`src/rtl/mpu_controller.sv`:
```
// Matrix-unit command controller: a small circular command FIFO feeding a
// sequencer that issues load/store requests and reports completion or errors.
module mpu_controller #(
  parameter int FIFO_DEPTH = 4,
  parameter int ADDR_W     = 3,
  parameter int TIMEOUT    = 256
) (
  input  logic              clk,
  input  logic              rst,
  input  logic              cmd_valid_in,
  input  logic [1:0]        cmd_opcode_in,
  input  logic [ADDR_W-1:0] cmd_addr_in,
  output logic              cmd_ready_out,
  input  logic              flush_in,
  output logic              load_req_out,
  output logic              store_req_out,
  output logic [ADDR_W-1:0] reg_addr_out,
  input  logic              load_ack_in,
  input  logic              load_error_in,
  input  logic              store_done_in,
  output logic              busy_out,
  output logic              done_out,
  output logic              error_out,
  output logic [1:0]        err_code_out
);
  localparam int PW = (FIFO_DEPTH > 1) ? $clog2(FIFO_DEPTH) : 1;
  localparam int CW = $clog2(TIMEOUT) + 1;
  localparam logic [PW:0]   DEPTH_C = (PW+1)'(FIFO_DEPTH);
  localparam logic [CW-1:0] TMAX    = CW'(TIMEOUT - 1);

  localparam logic [2:0] IDLE     = 3'd0;
  localparam logic [2:0] ISSUE_LD = 3'd1;
  localparam logic [2:0] WAIT_LD  = 3'd2;
  localparam logic [2:0] ISSUE_ST = 3'd3;
  localparam logic [2:0] WAIT_ST  = 3'd4;
  localparam logic [2:0] DONE     = 3'd5;
  localparam logic [2:0] ERR      = 3'd6;

  typedef struct packed {
    logic [1:0]        op;
    logic [ADDR_W-1:0] addr;
  } cmd_t;

  cmd_t              mem [FIFO_DEPTH];
  cmd_t              head;
  logic [PW-1:0]     wptr, rptr;
  logic [PW:0]       count;
  logic [2:0]        state, state_nxt;
  logic [CW-1:0]     wait_cnt;
  logic [ADDR_W-1:0] addr_q;
  logic [1:0]        code_q;
  logic              push, pop;

  assign cmd_ready_out = count < DEPTH_C;
  assign push = cmd_valid_in && cmd_ready_out && !flush_in;
  assign pop  = (state == IDLE) && (count != '0);
  assign head = mem[rptr];

  always_ff @(posedge clk) begin
    if (push) mem[wptr] <= '{op: cmd_opcode_in, addr: cmd_addr_in};
  end

  // Flush drops only queued entries; a head popped this same cycle still runs.
  always_ff @(posedge clk or posedge rst) begin
    if (rst) begin
      wptr  <= '0;
      rptr  <= '0;
      count <= '0;
    end else if (flush_in) begin
      wptr  <= '0;
      rptr  <= '0;
      count <= '0;
    end else begin
      if (push) wptr <= wptr + 1'b1;
      if (pop)  rptr <= rptr + 1'b1;
      count <= count + {{PW{1'b0}}, push} - {{PW{1'b0}}, pop};
    end
  end

  always_comb begin
    state_nxt = state;
    case (state)
      IDLE:
        if (pop) begin
          case (head.op)
            2'b00:   state_nxt = DONE;
            2'b01:   state_nxt = ISSUE_LD;
            2'b10:   state_nxt = ISSUE_ST;
            default: state_nxt = ERR;
          endcase
        end
      ISSUE_LD: state_nxt = WAIT_LD;
      ISSUE_ST: state_nxt = WAIT_ST;
      WAIT_LD:
        if (load_error_in)          state_nxt = ERR;
        else if (load_ack_in)       state_nxt = DONE;
        else if (wait_cnt == TMAX)  state_nxt = ERR;
      WAIT_ST:
        if (store_done_in)          state_nxt = DONE;
        else if (wait_cnt == TMAX)  state_nxt = ERR;
      default: state_nxt = IDLE;
    endcase
  end

  // code_q is only consumed in ERR, so it may be written speculatively while waiting.
  always_ff @(posedge clk or posedge rst) begin
    if (rst) begin
      state    <= IDLE;
      wait_cnt <= '0;
      addr_q   <= '0;
      code_q   <= 2'b00;
    end else begin
      state <= state_nxt;
      case (state)
        IDLE:
          if (pop) begin
            addr_q <= head.addr;
            code_q <= 2'b11;
          end
        ISSUE_LD, ISSUE_ST: wait_cnt <= '0;
        WAIT_LD: begin
          code_q <= load_error_in ? 2'b01 : 2'b10;
          if (wait_cnt != '1) wait_cnt <= wait_cnt + 1'b1;
        end
        WAIT_ST: begin
          code_q <= 2'b10;
          if (wait_cnt != '1) wait_cnt <= wait_cnt + 1'b1;
        end
        default: ;
      endcase
    end
  end

  assign load_req_out  = (state == ISSUE_LD);
  assign store_req_out = (state == ISSUE_ST);
  assign reg_addr_out  = addr_q;
  assign busy_out      = (state != IDLE);
  assign done_out      = (state == DONE);
  assign error_out     = (state == ERR);
  assign err_code_out  = (state == ERR) ? code_q : 2'b00;
endmodule

```
`config.mk`:
```
export PLATFORM = sky130hd
export DESIGN_NAME = mpu_controller
export DESIGN_NICKNAME = d
export VERILOG_FILES = /design/src/rtl/mpu_controller.sv
export SDC_FILE = /design/constraint.sdc
export NUM_CORES = 1
export LEC_CHECK = 0
export BUFFER_PORTS_ARGS = -buffer_cell sky130_fd_sc_hd__buf_2
export CORE_MARGIN = 4
export CORE_UTILIZATION = 58
export DETAILED_ROUTE_END_ITERATION = 8
export GPL_TIMING_DRIVEN = 1
export MAX_ROUTING_LAYER = met4
export PLACE_DENSITY = 0.84
export SYNTH_ARGS = -nofsm -noshare
export SYNTH_HDL_FRONTEND = slang
export SYNTH_SLANG_ARGS = --single-unit
```
`constraint.sdc`:
```
create_clock -name clk -period 3 [get_ports clk]
set_clock_uncertainty 0.2 [all_clocks]
set_input_delay 0.45 -clock clk [delete_from_list [all_inputs] [get_ports clk]]
set_output_delay 0.45 -clock clk [all_outputs]
set_load 0.01 [all_outputs]
```
Word-level counts from Yosys, hierarchy flattened
Memory sizes are Yosys's and may differ from the RTL's.
Index checks and enable logic that the tools add are counted.

storage, ports and cells
  register bits = 24
  memory bits (writable) = 20
  input port bits = 12
  output and inout bits = 11
  word-level logic and storage cells = 63
  memories kept = 1

memory list
  memory  depth  width  read ports  clocked after memory_dff  write ports  line  text
  mem     4      5      1           0                         1            44    cmd_t mem [FIFO_DEPTH];

operators by class
  add/sub/neg operators = 5
  order comparisons = 1
  eq/ne operators = 12
  mux-type cells = 20
  reduce and logical (&&, ||, !) cells = 17

operator list
  kind                   count
  $mux W3                6
  $pmux W9 S2            1
  $pmux W3 S5            1
  $mux W2                7
  $add A9 B1 Y9 const B  1
  $eq A3 B3 Y1 const B   3
  $eq A9 B8 Y1 const B   1
  $mux W9                1
  $ne A9 B9 Y1 const B   1
  $pmux W3 S3            1
  $reduce_bool A3 Y1     3
  $eq A3 B2 Y1 const B   2
  $pmux W2 S3            1
  $reduce_and A2 Y1      3
  $reduce_bool A2 Y1     3
  $add A2 B1 Y2 const B  2
  $reduce_or A2 Y1       2
  $add A3 B1 Y3          1
  $eq A3 B1 Y1 const B   1
  $logic_and A1 B1 Y1    3
  $logic_not A3 Y1       1
  $lt A3 B3 Y1 const B   1
  $sub A3 B1 Y3          1
  $eq A2 B1 Y1 const B   1
  other kinds (6)        7

Longest topological paths before layout
  word-level depth = 6
  mapped depth = 12
  gate-level depth less buffers = 11

Worst setup path after synthesis
No wires, ideal clock.

  kind = reg-to-reg
  start = register count[1]
  end = register count[2]
  setup time = 0.119 ns
  arrival time = 2.221 ns
  required time = 2.681 ns
  setup slack = 0.461 ns
  stages on the path, launching flop included = 12
  path buffers = 0
  clock period less this slack = 2.539 ns
  cells stage by stage = dfrtp_1 > or3_1 > nand2_1 > inv_1 > ha_1 > inv_1 > ha_1 > inv_1 > fa_1 > xnor2_1 > xnor2_1 > nor2_1

between the ends
  longest elaborated chain between the ends = 6
  elaborated cells between the ends (all ways) = 8

RTL lines
  element                            line  text
  start: declaration                 47    logic [PW:0] count;
  start signal: assignment           76    count <= count + {{PW{1'b0}}, push} - {{PW{1'b0}}, pop};
  $lt A3 B3 Y1                       54    assign cmd_ready_out = count < DEPTH_C;
  $logic_and A1 B1 Y1 (2 in series)  55    assign push = cmd_valid_in && cmd_ready_out && !flush_in;
  $add A3 B1 Y3                      76
  $sub A3 B1 Y3 (*)                  76
  $mux W3 (*)                        69    end else if (flush_in) begin

Mark *: on every way between the ends. The rest lies on a longest branch, timed or not.
A chain may end at the register's enable or synchronous reset.

Worst setup path in the final report
  start = register count[2]
  end = register count[2]

The elaborated chain is that of the path after synthesis.

==> metrics.csv <==
stage,metric,value,unit
final_layout,fin_nets,249,
final_layout,layout_common_cells,"dfrtp_1, buf_2, edfxtp_1, nor2_1, inv_1",
final_layout,n_fill_cell,298,
run,drv_cap,0,
routing,initialDrtViolationCount,84,
power_and_ir_drop,swShare,0.362,
final_layout,layout_commonest_cell,dfrtp_1,
sta,slew_violations,0,
clocking,cts_tree,done,
synthesis,yosysSeqAreaShare,0.529,
final_layout,antennaDiodeCount,0,
routing,drt_wl_total,3920,µm
global_routing,antenna_found_initial,0,
synthesis,synth_area,2270,µm²
critical_path,cp_max_fo,5,
synthesis,syn_inst,202,
critical_path,crit_top_cell,inv_1,
critical_path,cp.depth,11,
synthesis,syn_avg_cell_area,11.2,µm²
critical_path,crit_family,adder cells,
run_status,outcome,"complete, no violations",
critical_path,r2r-start,count[2]$_DFF_PP0_,
die,design.core.area,3720,µm²
placed_design,port_buffers,22,
synthesis,ys_types,42,
global_routing,grt_use_total,0.180,
sta,setup_tns,0,ns
critical_path,crit_chain,or3_1 -> nand2_1 -> inv_1 -> ha_1 -> inv_1 -> ha_1 -> inv_1 -> fa_1 -> xnor2_1 -> xnor2_1 -> nor2_1,
worst_hold_path,holdCritPathClass,input pin to asynchronous set/reset pin,
die,start_util,0.611,
critical_path,critPathLaunchType,flip-flop,
critical_path,crit_end,count[2]$_DFF_PP0_,
final_layout,syn_to_final_growth,11.9,%
critical_path,reg2reg_slack,0.30,ns
clocking,cts_setup_buffers,0,
clocking,ctsHoldBuffers,0,
sta,whs,0.138,ns
sta,rsz0062_at_grt,no,
routing,viasPerCell,5.58,
global_routing,gr-total-overflow,0,
clocking,root_buffer,clkbuf_8,
power_and_ir_drop,pwr_density_cell,851,nW/µm²
sta,tightest_slew,0.930,ns
clocking,cts_max_level,2,
placed_design,dp_hpwl,2790,µm
routing,postRouteAntennaNets,0,
synthesis,ys.flop_type,dfrtp_1,
routing,drtPass1Iterations,4,
critical_path,rr_endpoint,count[2]$_DFF_PP0_,
critical_path,critPathSlowestCell,or3_1,
synthesis,synth.net_count,226,
power_and_ir_drop,internal-power,1.38,mW
critical_path,crit_path_end_kind,flip-flop,
final_layout,final_layout_size_suffix_gt1_frac,0.195,
power_and_ir_drop,combPwrFrac,0.387,
global_routing,grt_pass1_vias,1522,
clocking,numCtsBuffers,5,
global_routing,grt_max_degree,25,
clocking,clkTransAtPathRegs,0.09,ns
critical_path,worstPathArrival,2.69,ns
final_layout,finalNonFillerCells,274,
clocking,cts-resized-gates,0,
critical_path,crit_path_max_incr_delay,0.46,ns
clocking,clock_latency,0.30,ns
power_and_ir_drop,clkPwrFrac,0.215,
die,io_pins,23,
synthesis,synth_warnings,0,
die,dieArea,4980,µm²
global_routing,grt_pass1_wl,6890,µm
synthesis,synth-edff-count,20,
power_and_ir_drop,finalPower,2.16,mW
die,std_cell_rows,22,
clocking,clock_path_buffers,2,
clocking,clock-sinks,44,
power_and_ir_drop,power_switching,0.783,mW
routing,vias,1530,
power_and_ir_drop,p_seq_frac,0.398,
synthesis,synthArstFlopShare,0.545,
placed_design,dp_cells,266,
synthesis,ys_seq_elements,44,
placed_design,gp_congestion,0.796,
sta,finalSetupViolCount,0,
sta,slew_headroom,0.380,
critical_path,critPathKind,flip-flop to flip-flop,
sta,hold_viol,0,
routing,routedWlPerCell,14.3,µm
power_and_ir_drop,leakage,1.06,nW
critical_path,worstSetupStartpoint,count[2]$_DFF_PP0_,
sta,fin_crit_sh,0.900,
die,die_height,70.6,µm
critical_path,critPathBufInv,3,
die,die_w,70.6,µm
critical_path,reg2reg_depth,11,
power_and_ir_drop,ir_drop,519,µV
sta,final.min_clock_period,2.70,ns
critical_path,worstPathRequired,2.99,ns
sta,fmax,0.370,GHz
routing,drc,0,
[flip-flops by register name (all words and copies together) (netlist names)]
name	cells
mem	20
wait_cnt	9
count	3
reg_addr_out	3
state	3
code_q	2
rptr	2
wptr	2
[metrics by stage]
step            util  worst slack, ns  area [µm²]
2_1_floorplan      -            0.461        2270
3_3_place_gp   0.653            0.341        2420
3_5_place_dp   0.653            0.294        2420
4_1_cts        0.684            0.291        2540
5_1_grt        0.684            0.149        2540
6_report       0.684            0.300        2540
[cells in the mapped netlist (2+ instances only)]
master    instances  share of area
xor2_1            2         0.0077
edfxtp_1         20           0.26
inv_1            14          0.023
nor3_1            7          0.015
a21oi_1          11          0.024
and3_1            2         0.0055
buf_2             3         0.0066
mux4_2            5          0.050
xnor2_1           3          0.012
nand2_1          12          0.020
clkbuf_1          5         0.0083
o32ai_1           2         0.0077
nand2b_1          6          0.017
dfrtp_1          24           0.26
nor4_1            2         0.0055
o21ai_0           6          0.013
nor2b_1           4          0.011
ha_1             11          0.061
a21boi_1          2         0.0066
and2_1            6          0.017
a31oi_1           2         0.0055
mux2i_1           5          0.022
or3_1             2         0.0055
nor2_1           19          0.031
nand3_1           5          0.011
a221oi_1          3          0.012
mux2_2            4          0.020
[cell families (layout without fill, tap and decap cells)]
group | Yosys count | after routing | synth area share
AO/OA/AOI/OAI | 32 | 32 | 0.0893
XOR/XNOR | 5 | 5 | 0.0193
adder cells (fa/ha/maj) | 12 | 12 | 0.0695
buffers and inverters | 24 | 48 | 0.0413
flip-flops | 44 | 44 | 0.529
multiplexers | 14 | 14 | 0.0915
AND/OR/NAND/NOR | 71 | 71 | 0.160
[power groups by stage]
stage               sequential, mW  combinational (mW)  clock [mW]
floorplan                    0.848               0.643           0
global route                 0.882               0.949       0.503
detailed placement           0.874               0.832           0
finish                       0.861               0.836       0.465
global placement             0.868               0.812           0
CTS                          0.862               0.842       0.476
[final cells by class]
type | instances | area (µm²) | area share
sequential | 44 | 1200 | 0.473
multi-input combinational | 134 | 975 | 0.384
timing repair buffer | 25 | 133 | 0.0522
clock buffer | 5 | 68.8 | 0.0271
tap | 48 | 60.1 | 0.0236
inverter | 15 | 56.3 | 0.0222
clock inverter | 3 | 46.3 | 0.0182
[layer usage]
metal | GRT usage | share of wire | up-vias
li1 | - | - | 762
met1 | 0.224 | 0.45 | 735
met2 | 0.285 | 0.50 | 27
met3 | 0.0497 | 0.034 | 6
met4 | 0.0626 | 0.013 | 0
met5 | - | 0 | -
[how the worst min path moves through the flow]
stage	to	slack, ns	cells past startpoint
2_1_floorplan	code_q[0]$_DFFE_PP0P_	0.26	1
3_3_place_gp	reg_addr_out[2]$_DFFE_PP0P_	0.31	1
3_5_place_dp	reg_addr_out[1]$_DFFE_PP0P_	0.30	1
4_1_cts	mem[0][2]$_DFFE_PP_	0.16	1
5_1_grt	mem[0][2]$_DFFE_PP_	0.16	1
6_report	wait_cnt[5]$_DFFE_PP0P_	0.14	2
Power figures use the tool's default switching activity.
